==> config.mk <==
export PLATFORM = sky130hd
export DESIGN_NAME = reg_checkpoint_monitor_flat
export DESIGN_NICKNAME = d
export VERILOG_FILES = /design/src/rtl/reg_checkpoint_monitor_if.sv /design/src/rtl/reg_checkpoint_monitor.sv /design/src/flat_wrapper.sv
export SDC_FILE = /design/constraint.sdc
export NUM_CORES = 2
export LEC_CHECK = 0
export CORE_MARGIN = 2
export CORE_UTILIZATION = 60
export DETAILED_ROUTE_END_ITERATION = 12
export PLACE_DENSITY = 0.79
export RECOVER_POWER = 50
export SETUP_SLACK_MARGIN = 0.02
export SYNTH_ARGS = -nofsm -noshare
export SYNTH_HDL_FRONTEND = slang
export SYNTH_SLANG_ARGS = --single-unit
export TNS_END_PERCENT = 100
==> constraint.sdc <==
create_clock -name clk -period 14.6 [get_ports clk]
set_input_delay 2.19 -clock clk [delete_from_list [all_inputs] [get_ports clk]]
set_output_delay 2.19 -clock clk [all_outputs]
set_load 0.02 [all_outputs]
==> src/rtl/reg_checkpoint_monitor_if.sv <==
// -----------------------------------------------------------------------------
// reg_checkpoint_monitor_if
// Bundles the two buses that the checkpoint monitor consumes:
//   * the snooped register-file writeback port (wb_en / wb_addr / wb_data)
//   * the checkpoint-table programming port (cfg_we / cfg_idx / cfg_flag /
//     cfg_reg / cfg_expected)
// Modports:
//   master : side that drives both buses (core writeback + config host)
//   slave  : the monitor, which only observes them
// Parameters:
//   XLEN        data width of registers and checkpoint values
//   NUM_ENTRIES checkpoint table depth (sets the width of cfg_idx)
// -----------------------------------------------------------------------------
interface reg_checkpoint_monitor_if #(
  parameter int XLEN        = 32,
  parameter int NUM_ENTRIES = 16
);
  localparam int IW = (NUM_ENTRIES > 2) ? $clog2(NUM_ENTRIES) : 1;

  logic            wb_en;
  logic [4:0]      wb_addr;
  logic [XLEN-1:0] wb_data;
  logic            cfg_we;
  logic [IW-1:0]   cfg_idx;
  logic [XLEN-1:0] cfg_flag;
  logic [4:0]      cfg_reg;
  logic [XLEN-1:0] cfg_expected;

  modport master (
    output wb_en, wb_addr, wb_data,
    output cfg_we, cfg_idx, cfg_flag, cfg_reg, cfg_expected
  );

  modport slave (
    input wb_en, wb_addr, wb_data,
    input cfg_we, cfg_idx, cfg_flag, cfg_reg, cfg_expected
  );
endinterface

==> src/rtl/reg_checkpoint_monitor.sv <==
// -----------------------------------------------------------------------------
// reg_checkpoint_monitor
// On-board self-test monitor for the Riscv151 core. It keeps a shadow copy of
// x0..x31 by snooping regfile writebacks and walks a programmable checkpoint
// table: for each entry it waits until the flag register holds the entry's
// flag value, then compares one register against the expected value.
//
// Ports:
//   clk, rst_n     clock, asynchronous active-low reset
//   bus (slave)    writeback snoop port and checkpoint-table write port
//   start          pulse: begin checking (ignored while busy)
//   num_entries    active entry count, sampled on start, saturated to depth
//   busy           checking in progress (WAIT_FLAG / CHECK)
//   done           terminal state reached (PASS / FAIL / TIMEOUT)
//   pass/fail/timeout  terminal status flags
//   cur_idx        entry being processed, or the failing entry
//   fail_got       shadow value read at the failing check
//   err_count      (optional) number of mismatching entries
//
// Optional feature, macro REG_CHECKPOINT_MONITOR_ERR_COUNT_EN:
//   When defined, mismatches are counted in err_count and checking continues
//   to the end; the run finishes in FAIL if any entry mismatched. fail_got and
//   cur_idx keep the first mismatch. When undefined, the first mismatch stops
//   the run in FAIL.
// -----------------------------------------------------------------------------
module reg_checkpoint_monitor #(
  parameter int  XLEN           = 32,
  parameter int  NUM_ENTRIES    = 16,
  parameter int  FLAG_REG       = 20,
  parameter int  TIMEOUT_CYCLES = 1000,
  localparam int IW             = (NUM_ENTRIES > 2) ? $clog2(NUM_ENTRIES) : 1,
  localparam int CW             = $clog2(TIMEOUT_CYCLES + 1)
) (
  input  logic                      clk,
  input  logic                      rst_n,
  reg_checkpoint_monitor_if.slave   bus,
  input  logic                      start,
  input  logic [IW:0]               num_entries,
  output logic                      busy,
  output logic                      done,
  output logic                      pass,
  output logic                      fail,
  output logic                      timeout,
`ifdef REG_CHECKPOINT_MONITOR_ERR_COUNT_EN
  output logic [IW:0]               err_count,
`endif
  output logic [IW-1:0]             cur_idx,
  output logic [XLEN-1:0]           fail_got
);

  typedef enum logic [2:0] {
    ST_IDLE      = 3'd0,
    ST_WAIT_FLAG = 3'd1,
    ST_CHECK     = 3'd2,
    ST_PASS      = 3'd3,
    ST_FAIL      = 3'd4,
    ST_TIMEOUT   = 3'd5
  } state_e;

  localparam logic [4:0]    FLAG_IDX    = 5'(FLAG_REG);
  localparam logic [IW:0]   MAX_ENTRIES = (IW+1)'(NUM_ENTRIES);
  localparam logic [IW:0]   ONE_ENTRY   = (IW+1)'(1);
  localparam logic [CW-1:0] CNT_LAST    = CW'(TIMEOUT_CYCLES - 1);

  state_e                           state_r;
  logic [31:0][XLEN-1:0]            shadow_r;
  logic [NUM_ENTRIES-1:0][XLEN-1:0] tbl_flag_r;
  logic [NUM_ENTRIES-1:0][XLEN-1:0] tbl_exp_r;
  logic [NUM_ENTRIES-1:0][4:0]      tbl_reg_r;
  logic [IW-1:0]                    idx_r;
  logic [IW:0]                      num_r;
  logic [CW-1:0]                    cnt_r;

  logic            busy_state_s;
  logic            start_ok_s;
  logic            cfg_ok_s;
  logic            flag_hit_s;
  logic            chk_ok_s;
  logic            last_s;
  logic            tmo_s;
  logic [XLEN-1:0] chk_val_s;
  logic [IW:0]     num_sat_s;
  logic [IW-1:0]   idx_inc_s;

  // Qualify start/config strobes and form the flag/check comparisons.
  always_comb begin
    busy_state_s = (state_r == ST_WAIT_FLAG) || (state_r == ST_CHECK);
    start_ok_s   = start && !busy_state_s;
    cfg_ok_s     = bus.cfg_we && !busy_state_s && (int'(bus.cfg_idx) < NUM_ENTRIES);
    flag_hit_s   = (shadow_r[FLAG_IDX] == tbl_flag_r[idx_r]);
    chk_val_s    = shadow_r[tbl_reg_r[idx_r]];
    chk_ok_s     = (chk_val_s == tbl_exp_r[idx_r]);
    last_s       = ({1'b0, idx_r} == (num_r - ONE_ENTRY));
    // The counter value before the edge equals elapsed busy cycles minus one,
    // so this edge is the TIMEOUT_CYCLES-th busy cycle.
    tmo_s        = (cnt_r == CNT_LAST);
    idx_inc_s    = idx_r + IW'(1);
    if (num_entries > MAX_ENTRIES) begin
      num_sat_s = MAX_ENTRIES;
    end else begin
      num_sat_s = num_entries;
    end
  end

  // Shadow register file; x0 is never written so it always reads zero.
  always_ff @(posedge clk or negedge rst_n) begin
    if (!rst_n) begin
      shadow_r <= '0;
    end else if (bus.wb_en && (bus.wb_addr != 5'd0)) begin
      shadow_r[bus.wb_addr] <= bus.wb_data;
    end
  end

  // Checkpoint table, writable only while no check is in flight.
  always_ff @(posedge clk or negedge rst_n) begin
    if (!rst_n) begin
      tbl_flag_r <= '0;
      tbl_exp_r  <= '0;
      tbl_reg_r  <= '0;
    end else if (cfg_ok_s) begin
      tbl_flag_r[bus.cfg_idx] <= bus.cfg_flag;
      tbl_exp_r[bus.cfg_idx]  <= bus.cfg_expected;
      tbl_reg_r[bus.cfg_idx]  <= bus.cfg_reg;
    end
  end

  // Checkpoint sequencer with registered status outputs.
  always_ff @(posedge clk or negedge rst_n) begin
    if (!rst_n) begin
      state_r  <= ST_IDLE;
      idx_r    <= '0;
      num_r    <= '0;
      cnt_r    <= '0;
      busy     <= 1'b0;
      done     <= 1'b0;
      pass     <= 1'b0;
      fail     <= 1'b0;
      timeout  <= 1'b0;
      cur_idx  <= '0;
      fail_got <= '0;
`ifdef REG_CHECKPOINT_MONITOR_ERR_COUNT_EN
      err_count <= '0;
`endif
    end else begin
      case (state_r)
        ST_IDLE, ST_PASS, ST_FAIL, ST_TIMEOUT: begin
          if (start_ok_s) begin
            idx_r    <= '0;
            cur_idx  <= '0;
            cnt_r    <= '0;
            fail_got <= '0;
            num_r    <= num_sat_s;
            fail     <= 1'b0;
            timeout  <= 1'b0;
`ifdef REG_CHECKPOINT_MONITOR_ERR_COUNT_EN
            err_count <= '0;
`endif
            if (num_sat_s == '0) begin
              state_r <= ST_PASS;
              busy    <= 1'b0;
              done    <= 1'b1;
              pass    <= 1'b1;
            end else begin
              state_r <= ST_WAIT_FLAG;
              busy    <= 1'b1;
              done    <= 1'b0;
              pass    <= 1'b0;
            end
          end
        end

        ST_WAIT_FLAG: begin
          cnt_r <= cnt_r + CW'(1);
          if (tmo_s) begin
            state_r <= ST_TIMEOUT;
            busy    <= 1'b0;
            done    <= 1'b1;
            timeout <= 1'b1;
          end else if (flag_hit_s) begin
            state_r <= ST_CHECK;
          end
        end

        ST_CHECK: begin
          cnt_r <= cnt_r + CW'(1);
          if (tmo_s) begin
            state_r <= ST_TIMEOUT;
            busy    <= 1'b0;
            done    <= 1'b1;
            timeout <= 1'b1;
          end else begin
`ifdef REG_CHECKPOINT_MONITOR_ERR_COUNT_EN
            if (!chk_ok_s) begin
              err_count <= err_count + ONE_ENTRY;
              if (err_count == '0) begin
                fail_got <= chk_val_s;
              end
            end
            if (last_s) begin
              busy <= 1'b0;
              done <= 1'b1;
              if (!chk_ok_s || (err_count != '0)) begin
                state_r <= ST_FAIL;
                fail    <= 1'b1;
              end else begin
                state_r <= ST_PASS;
                pass    <= 1'b1;
              end
            end else begin
              idx_r   <= idx_inc_s;
              state_r <= ST_WAIT_FLAG;
              // cur_idx freezes on the first mismatching entry.
              if (chk_ok_s && (err_count == '0)) begin
                cur_idx <= idx_inc_s;
              end
            end
`else
            if (!chk_ok_s) begin
              state_r  <= ST_FAIL;
              busy     <= 1'b0;
              done     <= 1'b1;
              fail     <= 1'b1;
              fail_got <= chk_val_s;
            end else if (last_s) begin
              state_r <= ST_PASS;
              busy    <= 1'b0;
              done    <= 1'b1;
              pass    <= 1'b1;
            end else begin
              idx_r   <= idx_inc_s;
              cur_idx <= idx_inc_s;
              state_r <= ST_WAIT_FLAG;
            end
`endif
          end
        end

        default: begin
          state_r <= ST_IDLE;
          busy    <= 1'b0;
          done    <= 1'b0;
          pass    <= 1'b0;
          fail    <= 1'b0;
          timeout <= 1'b0;
        end
      endcase
    end
  end

endmodule

==> src/flat_wrapper.sv <==
// flat-port wrapper written by rule: the top's interface ports become plain ports
module reg_checkpoint_monitor_flat 
#(
  parameter int  XLEN           = 32,
  parameter int  NUM_ENTRIES    = 16,
  parameter int  FLAG_REG       = 20,
  parameter int  TIMEOUT_CYCLES = 1000,
  localparam int IW             = (NUM_ENTRIES > 2) ? $clog2(NUM_ENTRIES) : 1,
  localparam int CW             = $clog2(TIMEOUT_CYCLES + 1)
)
  (clk, rst_n, start, num_entries, busy, done, pass, fail, timeout, cur_idx, fail_got, bus_wb_en, bus_wb_addr, bus_wb_data, bus_cfg_we, bus_cfg_idx, bus_cfg_flag, bus_cfg_reg, bus_cfg_expected);
  reg_checkpoint_monitor_if #(.XLEN(XLEN), .NUM_ENTRIES(NUM_ENTRIES)) bus_i ();
  input  logic clk;
  input  logic rst_n;
  input  logic start;
  input  logic [IW:0] num_entries;
  output logic busy;
  output logic done;
  output logic pass;
  output logic fail;
  output logic timeout;
  output logic [IW-1:0] cur_idx;
  output logic [XLEN-1:0] fail_got;
  input wire logic [$bits(bus_i.wb_en)-1:0] bus_wb_en;
  input wire logic [$bits(bus_i.wb_addr)-1:0] bus_wb_addr;
  input wire logic [$bits(bus_i.wb_data)-1:0] bus_wb_data;
  input wire logic [$bits(bus_i.cfg_we)-1:0] bus_cfg_we;
  input wire logic [$bits(bus_i.cfg_idx)-1:0] bus_cfg_idx;
  input wire logic [$bits(bus_i.cfg_flag)-1:0] bus_cfg_flag;
  input wire logic [$bits(bus_i.cfg_reg)-1:0] bus_cfg_reg;
  input wire logic [$bits(bus_i.cfg_expected)-1:0] bus_cfg_expected;
  assign bus_i.wb_en = bus_wb_en;
  assign bus_i.wb_addr = bus_wb_addr;
  assign bus_i.wb_data = bus_wb_data;
  assign bus_i.cfg_we = bus_cfg_we;
  assign bus_i.cfg_idx = bus_cfg_idx;
  assign bus_i.cfg_flag = bus_cfg_flag;
  assign bus_i.cfg_reg = bus_cfg_reg;
  assign bus_i.cfg_expected = bus_cfg_expected;
  reg_checkpoint_monitor #(.XLEN(XLEN), .NUM_ENTRIES(NUM_ENTRIES), .FLAG_REG(FLAG_REG), .TIMEOUT_CYCLES(TIMEOUT_CYCLES)) u_core (.clk(clk), .rst_n(rst_n), .bus(bus_i), .start(start), .num_entries(num_entries), .busy(busy), .done(done), .pass(pass), .fail(fail), .timeout(timeout), .cur_idx(cur_idx), .fail_got(fail_got));
endmodule
==> reports/summary.md <==
In the routed layout, each cell is associated on average with a via count of 6.64. In this run the core area contains 152 standard-cell rows. The number of gates resized after CTS was 0. In this run the power density over the cells is 214 nW/um2. The worst hold path terminates at u_core.shadow_r[16]$_DFFE_PN0P_. The tools report the element type at the critical path end as an asynchronous set/reset pin. Summing every instance area after synthesis gives 103000 um2. For the via count of the first global-routing pass, the log shows 70800.

The arithmetic-cell share of the synthesized area counting full adders, half adders and majority gates was 0.000363. In this run the worst path has a maximum fanout of 140. The die covers 175000 um2. In this run, synthesis inferred 0 flip-flops with an integrated enable. In this run, post-CTS hold repair placed 0 buffers.

The area share of the largest cell type after synthesis is 0.530. Sequential area share after synthesis: 0.530. The tools report the clock network fraction of design power as 0.236.

In the final routed layout, each cell accounts on average for 28.4 um. Along the worst hold path, the cell count comes to 0. Detailed routing placed a total of 136000 um of wire on met2. The run gives 0.0964 GHz as the maximum achievable frequency. In this run the register-to-register setup slack is 5.44 ns.

Of all cell types, the one taking the most synthesized area is dfrtp_1. In this run the cell area measured after placement is 106000 um2. By area, the combinational part of the netlist is dominated by multiplexers. Startpoint of the lowest-slack hold path: u_core.shadow_r[16]$_DFFE_PN0P_. After synthesis the netlist holds a flip-flop and latch count of 2187. The run gives 8091 as the net count after synthesis.

The mux share of post-synthesis cell area was 0.318; the number of port buffers was 160. The share of layout cells above drive strength 1 works out to 0.361. The run finished, with violations left. The minimum clock period came out at 10.37 ns. Setup repair after global routing left no endpoint under its margin. Averaged over all synthesized cells, the footprint is 13.0 um2.

The critical path data required time was 15.46 ns; the initial core utilization was 0.603. The tools report the worst flop-to-flop path endpoint as u_core.fail_got[31]$_DFFE_PN0P_. The tools report the sequential power share as 0.380. The logs give 21700 um for the met3 wire length and 0 for the number of antenna-violating nets in the routed design.

The relative max-transition margin is -4.67, and the number of clock buffers inserted by TritonCTS is 217. The first detailed-routing pass took 6 iterations. TritonCTS built the clock tree. The number of slew-limit violations in the final report is 1208, and the clock latency on the worst-skew pair is 0.88 ns.

The run gives 292000 um as the sum of routed wire length over all layers. For the first-pass GRT wire length, the log shows 444000 um. The routed length on met1 was 116000 um.

The checks that failed: max-capacitance violations, max-slew violations. Transition time of the tightest slew-check pin: 8.51 ns. The most frequently used flop master after synthesis is dfrtp_1. The number of H-tree levels came out at 4. The analysis attributes to cell leakage a power of 49.1 nW.

Sorting the synthesized cells by area gives the leading types as dfrtp_1, mux2_2, mux2i_1. Switching power share of the total: 0.367. Path type of the worst setup path: in2async. The logs give 12000 for the number of fill cells in the layout and 0.663 for the final standard cell utilization of the core. In this run the horizontal extent of the chip is 419 um. For this run, design rule violations remaining after detail routing come to 0. The synthesized netlist contains 84 unique library cells. Clock skew on the completed layout was measured at 0.0547 ns. Net count of the finished layout: 7902.

The logs give 0.00891 W for the net switching power figure and 0.335 for the total track usage. The clock drives 2187 sinks. Routability-driven placement finished with a final weighted congestion of 0.945.

The initial antenna violation count was 20. Final total negative setup slack: 0 ns. The core region is 171000 um2. For the maximum number of pins on one net before global-route repair, the log shows 191. Class of the tightest hold or removal check: reg2reg. Global routing finished with a remaining overflow of 0. The fraction of registers with async set/reset works out to 1.00.

The synthesized-area fraction occupied by ao, oa, aoi and oai cells was 0.0463; the simple-gate share of the synthesized area was 0.0641. The final count of hold timing violations is 0. The die is 419 um tall.

The tool flagged a number of max-cap violations equal to 35. In this run the critical register-to-register path is launched from u_core.idx_r[3]$_DFFE_PN0P_. The final route contains 68200 vias.

The clock slew at the register clock pins of the worst setup and hold paths works out to 0.06 ns. The depth of the worst register-to-register path is 16. The post-synthesis xor/xnor area fraction is 0.00967, and the number of DRC markers in iteration 0 is 7221.

The area growth from synthesis to layout is 10.0%, and the count of pins on the block boundary is 161. With fillers left out, the area of the finished cells amounts to 114000 um2. The largest voltage drop on the vdd net was 174 uV. The relative contribution of combinational cells to total power is 0.383. Type of origin of the critical path: an input port.

After clock tree synthesis, the setup repair step added 0 buffers. The number of endpoints failing setup at the final stage came out at 0. No sink is reached through more buffers than the 3 on the longest clock path. The run gives 0 as the synthesis warning total. The internal power came out at 0.0154 W.

Buffer cell driving the clock tree root: clkbuf_16. Once detailed placement completed, the half-perimeter wirelength came to 172000 um. The highest metal layer carrying signal wires in the routed design is met5.

The run gives 7968 as the synthesized instance count. The final worst-path cycle share was 0.710. Data arrives at the worst endpoint at 11.23 ns.
[metrics by stage]
stage | hold WS, ns | instances | total power (W) | setup slack, ns
floorplan | 0.425 | 7968 | 0.0153 | 9.54
global placement | 0.361 | 9869 | 0.0180 | 5.70
detailed placement | 0.365 | 9869 | 0.0183 | 5.65
CTS | 0.378 | 10300 | 0.0241 | 5.64
global route | 0.387 | 10300 | 0.0253 | 2.54
finish | 0.378 | 10300 | 0.0243 | 4.23
[cell type report]
class	instances	area [um2]	area share
sequential	2187	54700	0.482
timing repair buffer	335	2900	0.0256
multi-input combinational	5027	45600	0.402
inverter	11	45.0	0.000396
tap	2310	2890	0.0254
clock inverter	79	957	0.00842
antenna	10	25.0	0.000220
clock buffer	324	6420	0.0565
[cells in the mapped netlist, types with 16 or more instances]
master,n
a221oi_1,77
nor4_1,76
buf_6,20
a32o_1,24
nand4_1,45
mux2i_1,502
mux4_2,169
mux2_2,2126
clkbuf_1,405
o2bb2ai_1,19
buf_4,31
nor3b_1,35
o22ai_1,52
xnor2_1,66
nor3_1,34
nor2_1,107
nand3_1,170
nand2_1,827
o21ai_0,98
buf_1,182
dfrtp_1,2187
xor2_1,48
a21oi_1,96
buf_2,105
o221ai_1,71
and3_1,88
a22o_1,16
a32oi_1,74
a22oi_1,38
[critical path: stages]
cell      delay (ns)
clkbuf_1        5.59
buf_4           1.39
buf_4           0.91
buf_4           0.80
[state kept, by name (all words and copies together), names as in the netlist, 3 cells and up]
| name | cells |
|---|---|
| u_core.tbl_exp_r | 512 |
| u_core.shadow_r | 1024 |
| u_core.idx_r | 4 |
| u_core.cnt_r | 10 |
| u_core.num_r | 5 |
| u_core.tbl_reg_r | 80 |
| u_core.fail_got | 32 |
| u_core.state_r | 3 |
| u_core.tbl_flag_r | 512 |
[how the worst max path moves through the flow]
stage,start,to,slack (ns),depth (start not counted)
after floorplan,u_core.idx_r[1]$_DFFE_PN0P_,u_core.state_r[1]$_DFFE_PN0P_,9.54,19
final,rst_n,u_core.shadow_r[191]$_DFFE_PN0P_,4.23,4
after detailed placement,u_core.idx_r[0]$_DFFE_PN0P_,u_core.fail_got[31]$_DFFE_PN0P_,5.65,16
after CTS,u_core.idx_r[0]$_DFFE_PN0P_,u_core.fail_got[31]$_DFFE_PN0P_,5.64,16
after global placement,u_core.idx_r[0]$_DFFE_PN0P_,u_core.fail_got[25]$_DFFE_PN0P_,5.70,16
after global routing,rst_n,u_core.tbl_exp_r[285]$_DFFE_PN0P_,2.54,2
[power by group through the flow]
| stage | sequential [W] | combinational (W) | clock, W |
|---|---|---|---|
| detailed placement | 0.00928 | 0.00906 | 0 |
| global route | 0.00944 | 0.00979 | 0.00604 |
| floorplan | 0.00887 | 0.00646 | 0 |
| CTS | 0.00919 | 0.00913 | 0.00578 |
| global placement | 0.00911 | 0.00885 | 0 |
| finish | 0.00924 | 0.00931 | 0.00574 |
[logic make-up (layout without fill, tap and decap cells)]
| kind of cell | count (synthesis) | count (layout) |
|---|---|---|
| mux | 2805 | 2805 |
| flops | 2187 | 2187 |
| simple gates | 1453 | 1453 |
| buf+inv | 754 | 749 |
| compound gates | 652 | 652 |
| xor+xnor | 114 | 114 |
| fa+ha+maj | 3 | 3 |
| other cells | 0 | 10 |
[routing by layer]
layer  up-vias  global-route usage
li1      28500                   -
met4        14               0.208
met1     36000               0.440
met2      2875               0.518
met5         -                   0
met3       789              0.0637
[placed cells by master, fill, tap and decap left out, types with 35 or more instances in the layout]
cell type / count
nand2_1: 815
clkbuf_16: 219
nand4_1: 45
nor4_1: 75
dfrtp_1: 2183
o221ai_1: 70
nor3b_1: 35
a221oi_1: 77
mux4_2: 166
clkbuf_1: 83
and3_1: 88
nor2_1: 87
buf_4: 133
a21oi_1: 91
nand3_1: 169
mux2i_1: 502
a22oi_1: 38
o21ai_0: 98
o22ai_1: 52
xnor2_1: 66
xor2_1: 48
a32oi_1: 74
clkdlybuf4s50_1: 153
mux2_2: 2123
clkbuf_8: 55
clkinv_2: 48
No activity file was read; power rests on OpenSTA's default activity.
